### src/rtl/config_pkg.sv
// Shared geometry, opcode/state encodings and address helper for the config tile buffer.
// The address helper is also used by the config video renderer's read side.
package config_pkg;

    localparam int unsigned BUF_COLS = 40;
    localparam int unsigned BUF_ROWS = 23;
    localparam int unsigned BUF_SIZE = 920;

    localparam logic [9:0] LAST_ADDR = 10'd919;
    localparam logic [5:0] LAST_COL  = 6'd39;
    localparam logic [5:0] LAST_CHAR = 6'd63;
    localparam logic [4:0] ROW_LIMIT = 5'd23;
    localparam logic [5:0] COL_LIMIT = 6'd40;

    typedef enum logic [1:0] {
        OP_CLEAR    = 2'd0,
        OP_PUT      = 2'd1,
        OP_FILL_ROW = 2'd2,
        OP_STRING   = 2'd3
    } cfg_op_t;

    typedef enum logic [2:0] {
        ST_IDLE      = 3'd0,
        ST_CLEAR     = 3'd1,
        ST_PUT       = 3'd2,
        ST_FILL      = 3'd3,
        ST_STR_FETCH = 3'd4,
        ST_STR_WRITE = 3'd5,
        ST_DONE      = 3'd6
    } cfg_state_t;

    // row*40 as (row<<5)+(row<<3); the largest result (919) fits in 10 bits.
    function automatic logic [9:0] cfg_buf_addr(input logic [4:0] row, input logic [5:0] col);
        logic [9:0] row_w;
        row_w = {5'd0, row};
        return (row_w << 5) + (row_w << 3) + {4'd0, col};
    endfunction

endpackage

### src/rtl/config_tile_writer.sv
// Command-driven writer for the 40x23 config-menu tile buffer: clear, put, fill row,
// and copy zero-terminated strings from the string ROM, one write per cycle.
module config_tile_writer
    import config_pkg::*;
(
    input  logic        clk_in,
    input  logic        rst_in,
    input  logic        cmd_valid_in,
    output logic        cmd_ready_out,
    input  logic [1:0]  cmd_op_in,
    input  logic [4:0]  cmd_row_in,
    input  logic [5:0]  cmd_col_in,
    input  logic [7:0]  cmd_arg_in,
    output logic [11:0] str_addr_out,
    input  logic [7:0]  str_data_in,
    output logic [9:0]  buf_write_addr_out,
    output logic [7:0]  buf_write_data_out,
    output logic        buf_write_en_out,
    output logic        done_out
);

    cfg_state_t state_r;
    cfg_state_t state_s;
    cfg_op_t    op_r;
    cfg_op_t    cmd_op_s;
    logic [4:0] row_r;
    logic [5:0] col_r;
    logic [7:0] arg_r;
    logic [9:0] clr_addr_r;
    logic [5:0] char_idx_r;
    logic       accept_s;
    logic       range_bad_s;
    logic       str_term_s;
    logic       str_last_s;

    assign cmd_op_s    = cfg_op_t'(cmd_op_in);
    assign accept_s    = cmd_valid_in && (state_r == ST_IDLE);
    assign range_bad_s = (cmd_row_in >= ROW_LIMIT) ||
                         (((cmd_op_s == OP_PUT) || (cmd_op_s == OP_STRING)) && (cmd_col_in >= COL_LIMIT));
    assign str_term_s  = (str_data_in == 8'h00);
    // Strings clip at the right edge rather than wrapping onto the next row.
    assign str_last_s  = (col_r == LAST_COL) || (char_idx_r == LAST_CHAR);

    // State register.
    always_ff @(posedge clk_in) begin
        if (rst_in) begin
            state_r <= ST_IDLE;
        end else begin
            state_r <= state_s;
        end
    end

    // Command latch and per-command counters.
    always_ff @(posedge clk_in) begin
        if (rst_in) begin
            op_r       <= OP_CLEAR;
            row_r      <= 5'd0;
            col_r      <= 6'd0;
            arg_r      <= 8'd0;
            clr_addr_r <= 10'd0;
            char_idx_r <= 6'd0;
        end else begin
            case (state_r)
                ST_IDLE: begin
                    if (accept_s) begin
                        op_r       <= cmd_op_s;
                        row_r      <= cmd_row_in;
                        col_r      <= (cmd_op_s == OP_FILL_ROW) ? 6'd0 : cmd_col_in;
                        arg_r      <= cmd_arg_in;
                        clr_addr_r <= 10'd0;
                        char_idx_r <= 6'd0;
                    end
                end
                ST_CLEAR: begin
                    if (clr_addr_r != LAST_ADDR) begin
                        clr_addr_r <= clr_addr_r + 10'd1;
                    end
                end
                ST_FILL: begin
                    if (col_r != LAST_COL) begin
                        col_r <= col_r + 6'd1;
                    end
                end
                ST_STR_WRITE: begin
                    if (!str_term_s && !str_last_s) begin
                        col_r      <= col_r + 6'd1;
                        char_idx_r <= char_idx_r + 6'd1;
                    end
                end
                default: begin
                end
            endcase
        end
    end

    // Next-state logic.
    always_comb begin
        state_s = state_r;
        case (state_r)
            ST_IDLE: begin
                if (!accept_s) begin
                    state_s = ST_IDLE;
                end else if (range_bad_s) begin
                    state_s = ST_DONE;
                end else begin
                    case (cmd_op_s)
                        OP_CLEAR:    state_s = ST_CLEAR;
                        OP_PUT:      state_s = ST_PUT;
                        OP_FILL_ROW: state_s = ST_FILL;
                        OP_STRING:   state_s = ST_STR_FETCH;
                        default:     state_s = ST_DONE;
                    endcase
                end
            end
            ST_CLEAR: begin
                if (clr_addr_r == LAST_ADDR) begin
                    state_s = ST_DONE;
                end else begin
                    state_s = ST_CLEAR;
                end
            end
            ST_PUT: state_s = ST_DONE;
            ST_FILL: begin
                if (col_r == LAST_COL) begin
                    state_s = ST_DONE;
                end else begin
                    state_s = ST_FILL;
                end
            end
            ST_STR_FETCH: state_s = ST_STR_WRITE;
            ST_STR_WRITE: begin
                if (str_term_s || str_last_s) begin
                    state_s = ST_DONE;
                end else begin
                    state_s = ST_STR_FETCH;
                end
            end
            ST_DONE: state_s = ST_IDLE;
            default: state_s = ST_IDLE;
        endcase
    end

    // Outputs decoded from the state and command registers; address/data follow the
    // latched opcode so they stay at their last values while idle.
    always_comb begin
        cmd_ready_out      = (state_r == ST_IDLE);
        done_out           = (state_r == ST_DONE);
        str_addr_out       = {arg_r[5:0], char_idx_r};
        buf_write_en_out   = 1'b0;
        buf_write_addr_out = cfg_buf_addr(row_r, col_r);
        buf_write_data_out = arg_r;
        case (op_r)
            OP_CLEAR: begin
                buf_write_addr_out = clr_addr_r;
                buf_write_data_out = 8'h00;
            end
            OP_STRING: buf_write_data_out = str_data_in;
            default: begin
            end
        endcase
        case (state_r)
            ST_CLEAR:     buf_write_en_out = 1'b1;
            ST_PUT:       buf_write_en_out = 1'b1;
            ST_FILL:      buf_write_en_out = 1'b1;
            ST_STR_WRITE: buf_write_en_out = !str_term_s;
            default:      buf_write_en_out = 1'b0;
        endcase
    end

endmodule

### config.mk
export PLATFORM = sky130hd
export DESIGN_NAME = config_tile_writer
export DESIGN_NICKNAME = d
export VERILOG_FILES = /design/src/rtl/config_pkg.sv /design/src/rtl/config_tile_writer.sv
export SDC_FILE = /design/constraint.sdc
export NUM_CORES = 1
export LEC_CHECK = 0
export BUFFER_PORTS_ARGS = -buffer_cell sky130_fd_sc_hd__buf_2
export CORE_UTILIZATION = 25
export DETAILED_ROUTE_END_ITERATION = 10
export GPL_ROUTABILITY_DRIVEN = 0
export SYNTH_ARGS = -nofsm -noshare
export SYNTH_HDL_FRONTEND = slang
export SYNTH_SLANG_ARGS = --single-unit
### constraint.sdc
create_clock -name clk_in -period 3.4 [get_ports clk_in]
set_input_delay 0.68 -clock clk_in [delete_from_list [all_inputs] [get_ports clk_in]]
set_output_delay 0.68 -clock clk_in [all_outputs]
set_load 0.1 [all_outputs]
# --- Word level (Yosys, flattened, before mapping) ---
# Index checks and enable logic that the tools add are counted.
totals:
  register_bits: 40
  inputBits: 32
  out_inout_bits: 33
  elab_cells: 75
classes:
  addsub: 5
  order_cmp: 2
  eq_ne: 19
  n_mux: 21
  reduce_logical: 21
ops:
  columns: ["op", "n"]
  rows:
  - ["$mux W6", 6]
  - ["$mux W10", 3]
  - ["$pmux W10 S2", 1]
  - ["$pmux W3 S6", 1]
  - ["$pmux W6 S3", 1]
  - ["$pmux W8 S2", 1]
  - ["$add A6 B1 Y6 const B", 2]
  - ["$eq A6 B6 Y1 const B", 2]
  - ["$mux W3", 4]
  - ["$pmux W3 S4", 1]
  - ["$pmux W6 S2", 1]
  - ["$add A10 B1 Y10 const B", 1]
  - ["$add A10 B6 Y10", 1]
  - ["$add A10 B8 Y10", 1]
  - ["$eq A10 B10 Y1 const B", 1]
  - ["$ne A10 B10 Y1 const B", 1]
  - ["$eq A3 B3 Y1 const B", 3]
  - ["$logic_not A8 Y1", 1]
  - ["$eq A2 B2 Y1 const B", 3]
  - ["$eq A3 B2 Y1 const B", 2]
  - ["$ge A6 B6 Y1 const B", 1]
  - ["$ne A2 B2 Y1 const B", 3]
  - ["$ne A6 B6 Y1 const B", 1]
  - ["$reduce_and A3 Y1", 2]
  - ["other kinds (16)", 24]

# --- Logic depth before layout (Yosys ltp) ---
depth:
  depth_word: 7
  mapped_depth: 9
  depth_no_buf: 9

# --- Least setup slack after synthesis ---
# Ideal clock, no wire load.
synth_path:
  kind: "reg-to-output"
  from: "reg row_r[0]"
  to: "out buf_write_addr_out[9]"
  t_arrival_ps: 5222
  required_ps: 2720
  slack_ps: -2502
  stages_incl_launch_ff: 9
  n_path_buf: 0
  cell_sequence: "dfxtp_1 -> inv_1 -> fa_1 -> inv_1 -> ha_1 -> a21o_1 -> a21oi_1 -> o21bai_1 -> o311ai_0"
synth_between:
  elab_chain_len: 3
synth_rtl:
  columns: ["element", "line_no", "text"]
  rows:
  - ["start: declaration", "config_tile_writer.sv:26", "logic [4:0] row_r;"]
  - ["start signal: assignment", "config_tile_writer.sv:67", "row_r <= cmd_row_in;"]
  - ["$add A10 B8 Y10", "config_pkg.sv:36", "return (row_w << 5) + (row_w << 3) + {4'd0, col};"]
  - ["$add A10 B6 Y10", "config_pkg.sv:36", null]
  - ["$mux W10", "config_tile_writer.sv:152", "case (op_r)"]
  - ["end: declaration", "config_tile_writer.sv:16", "output logic [9:0] buf_write_addr_out,"]
# No other way between the ends.

# --- Final worst setup path ---
# Same ends and word-level chain as after synthesis.

==> qor_table.md <==
| Group | Parameter | Value |
|---|---|---|
| pwr | Leakage | 0.001340 uW |
| logic synthesis | Synth Flop Type | dfxtp_1 |
| global routing | Total grt overflow | 0 |
| detailed routing | First-pass DRT Iterations | 4 |
| floorplanning | Horizontal die dimension | 105.3 um |
| timing | Post-route clock period utilization | 96.40% |
| job | Number of max-cap violations | 0 |
| run status | Outcome | complete, no violations |
| logic synthesis | Post-synth top area cell | dfxtp_1 |
| detailed routing | DRC violation total after the first TritonRoute iteration | 172 |
| timing | Period minus WS final | 3.278 ns |
| detailed routing | Number of remaining DRC errors | 0 |
| timing | Slew of the pin with the lowest slew margin | 0.8334 ns |
| logic synthesis | Share of flip-flops with an asynchronous set or reset | 0% |
| floorplanning | Die extent in y | 105.3 um |
| floorplanning | Initial core utilization | 25.84% |
| detailed routing | Total routed wirelength | 7106 um |
| timing | Post-Route Skew | 0.01302 ns |
| detailed routing | Mean number of vias per cell | 4.845 |
| floorplanning | DIE AREA | 11090 um2 |
| placement | Number of placed instances, taps included | 527 |
| logic synthesis | Fraction of the yosys area taken by sequential cells | 30.02% |
| finish | Highest-count cells in the layout ignoring fill and taps | 62 x buf_2, 57 x nand2_1, 38 x dfxtp_1 |
| finish | Register Area | 803.3 um2 |
| timing | Headroom to the max-slew limit | 44.18% |
| worst hold path | Kind of path behind the tightest hold check | register to register |
| logic synthesis | Area fraction in compound gates after synthesis | 18.90% |
| critical path | Crit start category | register |
| pwr | Maximum resistive drop on vdd | 0.0003473 V |
| logic synthesis | Area share of the leading cell type in the synthesized netlist | 30.02% |
| placement | Half-perimeter wire length after placement | 5389 um |
| clock network | H-tree level count | 2 |
| timing | Tightest hold margin | 0.4666 ns |
| logic synthesis | Post-synthesis register bit count | 40 |
| logic synthesis | Synthesized Nets | 403 |
| detailed routing | Overall via count from detail_route | 2592 |
| logic synthesis | Cells taking the most area after synthesis | dfxtp_1 30%, ha_1 8.4%, nand2_1 8.0% |
| timing | Final hold viol count | 0 |
| finish | Area of combinational cells with multiple inputs | 1692 um2 |
| logic synthesis | Library cells used by synthesis | 51 |
| global routing | Number of global-route vias before repair | 2332 |
| timing | Max-slew violation total from the final report | 0 |
| detailed routing | Wire length per cell after detailed routing | 13.28 um |
| clock network | Number of buffers inserted by hold repair at cts | 0 |
| clock network | Clock tree from TritonCTS | done |
| critical path | Crit-path most repeated cell | inv_1 |
| logic synthesis | Area share of and/or/nand/nor cells after synthesis | 26.64% |
| logic synthesis | Area share of fa/ha/maj cells after synthesis | 9.944% |
| global routing | Wire length of the first global-routing pass | 11270 um |
| critical path | Cells along the critical path | inv_1, fa_1, inv_1, ha_1, a21o_1, a21oi_2, o21bai_1, o311ai_2, clkbuf_16 |
| logic synthesis | Fraction of synthesized cell area in xor and xnor cells | 5.253% |
| floorplanning | Core Footprint | 10320 um2 |
| critical path | Family with the most delay on the worst path | adder cells |
| logic synthesis | Combinational family with the most area after synthesis | simple AND/OR/NAND/NOR gates |
| timing | Top achievable clock speed | 0.3051 GHz |
| critical path | Maximum fanout encountered on the critical timing path | 3 |
| finish | Fill cell instance count of the final layout | 1130 |
| logic synthesis | Synthesized area per cell | 7.600 um2 |
| finish | Most common cell after layout, fill and taps aside | buf_2 |
| finish | Area growth, synth to finish | 20.36% |
| placement | Number of I/O port buffers | 64 |
| pwr | Power density relative to cell area | 663.5 nW/um2 |
| critical path | Capturing element type of the critical path | primary output |
| logic synthesis | Proportion of synthesized area in mux cells | 2.111% |
| detailed routing | Number of nets still failing antenna checks after routing | 0 |
| logic synthesis | Mapped Cells | 351 |
| clock network | Clock latency at the later pin of the worst-skew pair | 0.30 ns |
| logic synthesis | Yosys warnings | 0 |
| floorplanning | Row count | 37 |
| finish | N_diodes | 0 |
| finish | Net count reported at finish | 450 |
| logic synthesis | Number of enable flip-flop cells after synthesis | 0 |
| critical path | Crit path DAT | 2.60 ns |
| timing | Setup total negative slack | 0 ns |
| clock network | Max clock buf depth | 2 |
| clock network | Number of sinks driven by the clock tree | 40 |
| finish | Final Instance Count excl. Fillers | 535 |
| critical path | Worst setup path class | register to primary output |
| floorplanning | Io pins | 65 |
| critical path | Count of buffering cells on the critical path with inverters included | 3 |
| clock network | Register clock-pin slew on the reported worst setup and hold paths | 0.08 ns |
| clock network | Clock tree root driver cell | clkbuf_8 |
| finish | Share of post-route cells with drive strength above 1 | 22.31% |
| critical path | Critical path data required time | 2.72 ns |
| logic synthesis | Post-synthesis instance area | 2668 um2 |
| critical path | Highest-delay cell along the critical path | fa_1 |
| critical path | Maximum cell stage delay along the critical path | 0.53 ns |
| clock network | CTS Buf Count | 5 |
| global routing | GRT Overall Usage | 12.73% |
| global routing | Largest net degree at the start of global routing | 44 |
| timing | Setup violation total in the final timing report | 0 |
| global routing | Antenna violations before repair | 1 |
-- flip-flops by register name (all words and copies together) (netlist names) --
signal,cells
arg_r,8
char_idx_r,6
clr_addr_r,10
col_r,6
op_r,2
row_r,5
state_r,3
-- where the power goes --
group / internal, uW / switching, uW / total, uW
clock: 218 / 183 / 401
combinational: 267 / 816 / 1080
sequential: 540 / 106 / 646
-- area by class of cell --
class                           count  area share [%]
Timing Repair Buffer               66           11.54
Inverter                           17           1.988
Tap cell                          136           5.300
Sequential cell                    40           25.02
Multi-Input combinational cell    268           52.69
Clock inverter                      3           1.325
Clock buffer                        5           2.143
-- logic make-up (layout without fill, tap and decap cells) --
logic type               Yosys count  count (layout)
buffers and inverters             43              91
flip-flops                        40              40
AO/OA/AOI/OAI                     81              81
XOR/XNOR                          16              16
adder cells (fa/ha/maj)           20              20
AND/OR/NAND/NOR                  146             146
multiplexers                       5               5
-- layer usage --
layer  vias to the layer above  track usage [%]  share of wire [%]
met3                         5            2.783                4.1
met4                         0            2.616               0.65
met1                      1217            17.02                 48
li1                       1328                -                  -
met5                         -                0                  0
met2                        42            20.96                 48
-- worst register-to-register path, cell delays in order (launching register included) --
cell     delay [ns]
dfxtp_1        0.43
ha_1           0.25
nand4_1        0.29
a31oi_1        0.79
or2_1          0.26
o31ai_1        0.09
-- synthesized netlist by cell type, drive strengths merged (2+ instances only) --
master,instances
nand2b,3
and3,7
nand4b,3
nor4,5
inv,17
a211oi,2
o311ai,3
o41ai,2
nand3,17
or2,3
xnor2,6
dfxtp,40
ha,18
nand4,3
buf,12
mux2,5
nor2b,5
nand2,57
a311oi,2
fa,2
a22o,4
a21oi,25
or4,3
or3b,3
a31oi,8
nor3,5
xor2,10
o21ai,20
nor2,27
clkbuf,14
o31ai,5
-- worst paths after layout --
kind / depth (start not counted) / from / to / slack (ns)
worst max-delay path: 9 / row_r[0]$_SDFFE_PP0P_ / buf_write_addr_out[9] / 0.12
worst min-delay path: 2 / row_r[0]$_SDFFE_PP0P_ / row_r[0]$_SDFFE_PP0P_ / 0.47
worst max register to register: 5 / col_r[0]$_SDFFE_PP0P_ / col_r[4]$_SDFFE_PP0P_ / 1.15
worst min register to register: 2 / row_r[0]$_SDFFE_PP0P_ / row_r[0]$_SDFFE_PP0P_ / 0.47
-- through the flow --
step	cell area, um2	utilization, %	total power [uW]	worst slack, ns
after floorplan	2679	-	1541	-0.3961
after global placement	3088	29.91	1731	0.3767
after detailed placement	3088	29.91	1738	0.3333
after CTS	3199	30.99	2144	0.00006573
after global routing	3211	31.10	2263	-0.02693
final	3211	31.10	2130	0.1223
-- what timing repair did --
action	CTS	global route
setup endpoints to repair	0	2
resized for setup	0	4
setup buffers	0	0
No activity file was read; power rests on OpenSTA's default activity.
